### src/rtl/ifetch_unit.sv
// ifetch_unit: sequential instruction fetcher with a PC, a BOOT/RUN/HALTED
// control FSM and a 2-entry {pc, instr} output FIFO.
//
// Output handshake: an entry is transferred on every rising clk edge where
// out_valid and out_ready are both 1; out_valid never depends on out_ready,
// and while out_valid=1 and out_ready=0 the head (out_pc/out_instr) is held.
module ifetch_unit #(
  parameter int ADDRWIDTH = 32,
  parameter int DATAWIDTH = 32,
  parameter logic [ADDRWIDTH-1:0] START_ADDR = ADDRWIDTH'(32'h01000000)
) (
  input  logic                 clk,
  input  logic                 reset,
  output logic [ADDRWIDTH-1:0] imem_address,
  output logic                 imem_read_write,
  input  logic [DATAWIDTH-1:0] imem_data_in,
  input  logic                 redirect_valid,
  input  logic [ADDRWIDTH-1:0] redirect_pc,
  input  logic                 halt,
  output logic                 out_valid,
  input  logic                 out_ready,
  output logic [ADDRWIDTH-1:0] out_pc,
  output logic [DATAWIDTH-1:0] out_instr,
  output logic [31:0]          fetch_count,
  output logic [1:0]           dbg_state_o
);

  localparam logic [1:0] ST_BOOT   = 2'd0;
  localparam logic [1:0] ST_RUN    = 2'd1;
  localparam logic [1:0] ST_HALTED = 2'd2;

  logic [1:0]           state_q, state_d;
  logic [ADDRWIDTH-1:0] pc_q, pc_d;
  logic [1:0]           cnt_q, cnt_d;
  logic [ADDRWIDTH-1:0] pc0_q, pc0_d, pc1_q, pc1_d;
  logic [DATAWIDTH-1:0] ins0_q, ins0_d, ins1_q, ins1_d;
  logic [31:0]          fcnt_q, fcnt_d;

  logic pop;
  logic redir;
  logic push;
  logic pop_eff;

  // Handshake and control qualifiers; redirect is ignored only in BOOT.
  always_comb begin
    pop     = (cnt_q != 2'd0) && out_ready;
    redir   = redirect_valid && (state_q != ST_BOOT);
    push    = (state_q == ST_RUN) && !redirect_valid && !halt &&
              ((cnt_q != 2'd2) || pop);
    pop_eff = pop && !redir;
  end

  // Next control state: redirect wins over halt, HALTED only exits on redirect.
  always_comb begin
    state_d = state_q;
    case (state_q)
      ST_BOOT:   state_d = ST_RUN;
      ST_RUN: begin
        if (redirect_valid)  state_d = ST_RUN;
        else if (halt)       state_d = ST_HALTED;
      end
      ST_HALTED: begin
        if (redirect_valid)  state_d = ST_RUN;
      end
      default:   state_d = ST_BOOT;
    endcase
  end

  // Next PC and fetch counter; PC arithmetic wraps naturally at the width.
  always_comb begin
    pc_d = pc_q;
    if (redir)      pc_d = {redirect_pc[ADDRWIDTH-1:2], 2'b00};
    else if (push)  pc_d = pc_q + ADDRWIDTH'(4);
    fcnt_d = push ? (fcnt_q + 32'd1) : fcnt_q;
  end

  // FIFO update: slot 0 is always the head, slot 1 the tail when full.
  always_comb begin
    cnt_d  = cnt_q;
    pc0_d  = pc0_q;
    pc1_d  = pc1_q;
    ins0_d = ins0_q;
    ins1_d = ins1_q;
    if (redir) begin
      cnt_d = 2'd0;
    end else begin
      case ({push, pop_eff})
        2'b11: begin
          if (cnt_q == 2'd2) begin
            pc0_d  = pc1_q;
            ins0_d = ins1_q;
            pc1_d  = pc_q;
            ins1_d = imem_data_in;
          end else begin
            pc0_d  = pc_q;
            ins0_d = imem_data_in;
          end
        end
        2'b10: begin
          if (cnt_q == 2'd0) begin
            pc0_d  = pc_q;
            ins0_d = imem_data_in;
          end else begin
            pc1_d  = pc_q;
            ins1_d = imem_data_in;
          end
          cnt_d = cnt_q + 2'd1;
        end
        2'b01: begin
          pc0_d  = pc1_q;
          ins0_d = ins1_q;
          cnt_d  = cnt_q - 2'd1;
        end
        default: ;
      endcase
    end
  end

  // State registers with asynchronous reset.
  always_ff @(posedge clk or posedge reset) begin
    if (reset) begin
      state_q <= ST_BOOT;
      pc_q    <= START_ADDR;
      cnt_q   <= 2'd0;
      pc0_q   <= '0;
      pc1_q   <= '0;
      ins0_q  <= '0;
      ins1_q  <= '0;
      fcnt_q  <= 32'd0;
    end else begin
      state_q <= state_d;
      pc_q    <= pc_d;
      cnt_q   <= cnt_d;
      pc0_q   <= pc0_d;
      pc1_q   <= pc1_d;
      ins0_q  <= ins0_d;
      ins1_q  <= ins1_d;
      fcnt_q  <= fcnt_d;
    end
  end

  assign imem_address    = pc_q;
  assign imem_read_write = 1'b0;
  assign out_valid       = (cnt_q != 2'd0);
  assign out_pc          = pc0_q;
  assign out_instr       = ins0_q;
  assign fetch_count     = fcnt_q;
  assign dbg_state_o     = state_q;

endmodule

### config.mk
export PLATFORM = sky130hd
export DESIGN_NAME = ifetch_unit
export DESIGN_NICKNAME = d
export VERILOG_FILES = /design/src/rtl/ifetch_unit.sv
export SDC_FILE = /design/constraint.sdc
export NUM_CORES = 1
export LEC_CHECK = 0
export CAP_MARGIN = 20
export CORE_ASPECT_RATIO = 1.4
export CORE_UTILIZATION = 35
export CTS_CLUSTER_DIAMETER = 80
export CTS_CLUSTER_SIZE = 40
export DETAILED_ROUTE_END_ITERATION = 6
export PLACE_DENSITY = 0.64
export RECOVER_POWER = 50
export SETUP_SLACK_MARGIN = 0.02
export SYNTH_ARGS = -nofsm -noshare
export SYNTH_HDL_FRONTEND = slang
export SYNTH_SLANG_ARGS = --single-unit
### constraint.sdc
create_clock -name clk -period 7.4 [get_ports clk]
set_input_delay 2.22 -clock clk [delete_from_list [all_inputs] [get_ports clk]]
set_output_delay 2.22 -clock clk [all_outputs]
set_load 0.02 [all_outputs]
==> results of run 1 <==
how the worst max path moves through the flow:
stage,start,to
after global placement,redirect_valid,ins1_q[7]
after global routing,redirect_valid,ins1_q[25]
after floorplan,reset,cnt_q[0]
final,redirect_valid,ins1_q[25]
after detailed placement,redirect_valid,ins1_q[25]
after CTS,redirect_valid,ins1_q[25]
flip-flops by register name (all words and copies together), names as in the netlist:
register	flops
ins1_q	32
out_instr	32
cnt_q	2
dbg_state_o	2
fetch_count	32
imem_address	30
out_pc	31
pc1_q	30
cell type report:
class                   count  area [um2]
clock buffers              20         457
fillers                  2402       13600
clock inverters            12         134
multi-input cells         586        4000
well taps                 319         399
flip-flops and latches    191        4780
repair buffers            207        2040
inverters                  12        48.8
diodes                      3        7.51
through the flow:
step	std cells	instance area, um2	power (W)	util
final	1350	11900	0.00420	0.466
after global routing	1349	11900	0.00446	0.466
after CTS	1347	11900	0.00431	0.466
after detailed placement	1315	11300	0.00337	0.443
after global placement	1315	11300	0.00332	0.443
after floorplan	859	9110	0.00264	-
cells by family after synthesis:
group,share of synthesized area
muxes,0.0792
DFF,0.526
buffers and inverters,0.0380
xor gates and xnor gates,0.0587
adders and majority gates,0.00825
and+or+nand+nor,0.140
AOI/OAI and AO/OA,0.150
other,0.000412
report_power, final:
group	total, W	leakage, nW	internal (W)	switching [W]
Combinational	0.00159	2.44	0.000719	0.000870
Sequential	0.00167	2.42	0.00141	0.000263
Clock	0.000933	0.287	0.000519	0.000414
layer usage:
| layer | up-vias | global-route usage |
|---|---|---|
| li1 | 3397 | - |
| met1 | 3523 | 0.236 |
| met2 | 180 | 0.317 |
| met3 | 19 | 0.0342 |
| met4 | 0 | 0.0644 |
| met5 | - | 0 |
Yosys cell counts (2+ instances only):
cell type,instances
mux2_2,64
and3_1,8
o21ai_0,58
nor3_1,16
nand3_1,21
a311oi_1,31
a221oi_1,31
a22oi_1,31
ha_1,6
a21o_1,31
clkbuf_1,52
nand4_1,12
and2_1,3
nor4_2,2
buf_2,12
nor4_1,7
buf_4,4
a21oi_1,4
o21a_1,2
xor2_1,12
nor2_1,17
dfrtp_1,190
nand2b_1,2
nor3b_1,2
nand2_1,149
xnor2_1,49
inv_1,12
and4_1,10
==> summary.txt, run 1 <==
Routing
  – WL per Instance: about 18 um
  – Via count: roughly 7000
  – TritonRoute pass-1 iters: 7
  – Wire length on met2: approximately 12 mm
  – Remaining DRCs: 40
  – Final antenna-violating net count: 0
  – Total Wirelength: 24.3 mm
  – Met3 Wirelength: about 1.1 mm
  – WL met1: around 10 mm
  – Drt via density: about 5.3
  – Highest routed layer: met4
  – DRT iter0 DRCs: ~460

Critical path
  – Crit-path max FO: 62
  – Worst Path Arrival: a little over 6 ns
  – Req. time, crit path: 7.71 ns
  – WS Path Type: input pin to flip-flop
  – Flop-to-flop setup slack: roughly 3.6 ns
  – FF-to-FF End: ins1_q[25]
  – Startpoint types: input pin
  – Crit path depth: 8
  – Delay-heaviest family, CP: buffers and inverters
  – Reg2Reg Launch Point: dbg_state_o[1]
  – CP Capture Type: flip-flop
  – Crit path max-delay cell type: o2111a_4
  – WP buf/inv: 3
  – FF-to-FF path depth: 7
  – Largest stage delay, worst path: ~0.91 ns
  – Critical-path cell list: dlygate4sd3_1 -> nor4b_4 -> nand2_4 -> inv_1 -> ha_1 -> buf_4 -> o2111a_4 -> mux2_2

Power
  – Pwr per Cell Area: between 300 and 400 nW/um2
  – VDD IR max: between 200 and 250 uV
  – Leakage: 5.14 nW

CTS
  – Clock Pin Slew Worst Setup and Hold Paths: around 0.070 ns
  – Number of setup buffers added after CTS: 0
  – H-tree depth: 4
  – Root Buffer: clkbuf_16
  – Post-CTS sizing: 0
  – TritonCTS clock tree: built
  – TritonCTS Buffers: 17
  – Clock latency on the worst-skew pair: around 0.43 ns
  – Hold buffers post-CTS: 0
  – CTS max path bufs: 2
  – Clock Sinks: about 190

Final layout
  – Most frequent cells in the layout: dfrtp_1 (190), nand2_1 (148), clkdlybuf4s50_1 (130), dlygate4sd3_1 (65), mux2_2 (64)
  – Layout cell share with drive strength beyond 1: 0.123
  – Area growth from synthesis to layout: 30.5%
  – Nets: ~1100
  – Commonest non-fill, non-tap cell in the layout: dfrtp_1

Timing
  – Minimum clock period: 5.80 ns
  – Setup TNS: 0 ns
  – Final hold slack: 0.470 ns
  – RSZ-0062 raised after global routing: false
  – Final Cycle Share: 0.784
  – Final clock skew: 0.00901 ns
  – Fmax: approximately 0.17 GHz
  – Final Setup Violations: 0
  – Final Hold Vio Count: 0
  – Slew headroom: -0.826
  – Worst-margin pin slew: 2.74 ns
  – Slew Viols, Final: between 150 and 200
  – Final worst slack: about 1.6 ns

Yosys
  – Synth top area cells: dfrtp_1 (52%), mux2_2 (7.9%), nand2_1 (6.1%)
  – Sequential share of the synthesized area: 0.526
  – Mapped Cells: ~860
  – Synth top area share: 0.523
  – Yosys warns: 0
  – Synth Flop Type: dfrtp_1
  – Ys async rst share: 1.00
  – Synth area leader: dfrtp_1
  – Syn avg cell area: around 11 um2
  – Post-synthesis cell type count: 47
  – EDFF count, synth: 0
  – Mapped Area: approximately 9100 um2
  – #FFs+latches synth: 191

Global route
  – Vias in the first global route: 6811
  – Largest net degree at the start of global routing: between 150 and 200
  – Overflow after GRT: 0
  – Antenna violations before repair: 2
  – GR Util All Layers: 0.186
  – First-pass GRT wire length: 38.4 mm

Die
  – Initial core utilization: 0.357
  – Cell row count: a little under 70
  – Die footprint: between 20000 and 30000 um2
  – Core footprint: 25500 um2
  – IO Count: ~200
  – Chip Height: 193 um
  – Die width: between 100 and 150 um

Place
  – PortBufs: between 150 and 200
  – RD Place Congestion: 0.767
  – Post-DP HPWL: between 15 and 20 mm
  – Setup WS pre-CTS: about 1.2 ns

Outcome
  – Failing checks: design-rule violations, max-capacitance violations, max-slew violations
  – Status: complete, but fails checks

Min path
  – Hold Path Depth: 1
  – Min-Delay Endpoint: out_pc[2]
  – Worst min-delay path class: flip-flop to flip-flop
  – Hold path start: out_pc[2]

Run
  – MaxCap Viol Count: 1
No activity file was read; power rests on OpenSTA's default activity.
==> run 2: changes to the inputs <==
- PLACE_DENSITY: 0.64 -> 0.62
- clock period: 7.4 -> 6 ns (I/O delays scaled with it)
==> run 2 against run 1 <==
The run still ends with design-rule violations, max-capacitance violations, max-slew violations left. Sequential share of layout area down 0.097 points. Sequential power is 24% higher. Hold slack got worse by 0.0013 ns. Design area up 0.24%. Largest cell class unchanged. Highest routed layer unchanged.
==> summary.txt, run 2 (synthesis gave the netlist of run 1 again) <==
CTS
  – CTS max path bufs: 2
  – Root Buffer: clkbuf_16
  – Hold buffers post-CTS: 0
  – Clock Sinks: approximately 190
  – Clock Pin Slew Worst Setup and Hold Paths: about 0.06 ns
  – TritonCTS Buffers: 17
  – H-tree depth: 4
  – Number of setup buffers added after CTS: 0
  – TritonCTS clock tree: built
  – Post-CTS sizing: 0
  – Clock latency on the worst-skew pair: between 0.4 and 0.5 ns

Critical path
  – Crit-path max FO: 62
  – Startpoint types: input pin
  – WS Path Type: input pin to flip-flop
  – Req. time, crit path: between 6 and 7 ns
  – Delay-heaviest family, CP: buffers and inverters
  – Critical-path cell list: dlygate4sd3_1 -> nor4b_1 -> clkbuf_1 -> nand2_4 -> inv_1 -> clkbuf_1 -> ha_1 -> o2111a_4 -> mux2_2
  – CP Capture Type: flip-flop
  – WP buf/inv: 4
  – Cell mode on critical path: clkbuf_1
  – Largest stage delay, worst path: 0.82 ns
  – Crit path max-delay cell type: o2111a_4
  – Worst Path Arrival: around 5.3 ns

Die
  – Cell row count: 69
  – Die width: approximately 140 um
  – IO Count: around 200
  – Core footprint: 25500 um2
  – Initial core utilization: 0.357
  – Die footprint: about 27000 um2
  – Chip Height: between 150 and 200 um

Global route
  – Overflow after GRT: 0
  – Vias in the first global route: a little under 7000
  – Largest net degree at the start of global routing: 192
  – Antenna violations before repair: 2
  – GR Util All Layers: 0.183
  – First-pass GRT wire length: 38.1 mm

Timing
  – Fmax: about 0.20 GHz
  – Final Hold Vio Count: 0
  – Final clock skew: ~0.012 ns
  – Slew headroom: -0.845
  – Worst-margin pin slew: around 2.8 ns
  – Slew Viols, Final: approximately 190
  – Final Setup Violations: 0
  – Setup TNS: 0 ns
  – Minimum clock period: ~5.0 ns
  – RSZ-0062 raised after global routing: false
  – Final Cycle Share: 0.831

Routing
  – Drt via density: approximately 5.2
  – TritonRoute pass-1 iters: 7
  – WL per Instance: ~18 um
  – DRT iter0 DRCs: 471
  – Final antenna-violating net count: 0
  – Remaining DRCs: 48
  – Total Wirelength: 23.9 mm
  – Via count: between 7000 and 8000

Power
  – Leakage: ~5.1 nW
  – Pwr per Cell Area: 439 nW/um2
  – VDD IR max: around 230 uV

Final layout
  – Nets: approximately 1100
  – Area growth from synthesis to layout: 30.8%
  – Core Util, Final: 0.467
  – Layout cell share with drive strength beyond 1: 0.120
  – Commonest non-fill, non-tap cell in the layout: dfrtp_1
  – Most frequent cells in the layout: dfrtp_1 (190), nand2_1 (148), clkdlybuf4s50_1 (140), mux2_2 (64), o21ai_0 (56)
  – Layout fillers: roughly 2400

Run
  – MaxCap Viol Count: 1

Outcome
  – Status: complete, but fails checks
  – Failing checks: design-rule violations, max-capacitance violations, max-slew violations

Min path
  – Worst min-delay path class: flip-flop to flip-flop

Place
  – RD Place Congestion: 0.768
  – Post-DP HPWL: about 16 mm
  – PortBufs: 195
==> run 2: path summary, 6_finish.rpt <==
kind                                 from           end  slack (ns)  cells after the start
setup / recovery           redirect_valid    ins1_q[22]        1.01                      9
setup reg to reg           dbg_state_o[1]    ins1_q[22]        2.56                      8
hold / removal                 out_pc[18]    out_pc[18]        0.47                      1
max in group asynchronous           reset      cnt_q[0]        1.42                      3
min in group asynchronous           reset  out_instr[0]        2.66                      3
hold reg to reg                out_pc[18]    out_pc[18]        0.47                      1
==> run 2: worst register-to-register path, cell delays in order (launching register included) <==
cell and delay, ns:
dfrtp_1 0.43, nor4b_1 0.33, clkbuf_1 0.38, nand2_4 0.07, inv_1 0.09, clkbuf_1 0.47, ha_1 0.29, o2111a_4 0.82
mux2_2 0.45
==> run 2: power by group <==
part / internal (W) / switching, W / total (W)
Clock: 0.000691 / 0.000497 / 0.00119
Combinational: 0.000903 / 0.00107 / 0.00197
Sequential: 0.00174 / 0.000325 / 0.00207
==> run 2: final cells by class <==
type,count,area (um2),share of cell area
clock inverter,9,136,0.0115
tap,319,399,0.0335
antenna,3,7.51,0.000631
timing repair buffer,211,2080,0.175
sequential,191,4780,0.402
multi-input combinational,586,3970,0.334
clock buffer,23,478,0.0402
inverter,12,48.8,0.00410
==> run 2: stage by stage <==
step                      setup slack (ns)  instance area [um2]  cells  total power (W)  hold slack [ns]
after floorplan                       1.74                 9110    859          0.00325            0.482
after detailed placement             0.971                11300   1319          0.00416            0.465
final                                 1.01                11900   1354          0.00522            0.469
after global routing                 0.785                11900   1353          0.00554            0.480
after global placement                1.03                11300   1319          0.00410            0.459
after CTS                             1.45                11900   1351          0.00536            0.480
==> run 2: routing by layer <==
layer	global-route usage	up-vias	routed length [um]
li1	-	3402	-
met1	0.234	3475	10500
met2	0.307	170	11700
met3	0.0370	23	1160
met4	0.0687	0	495
met5	0	-	0
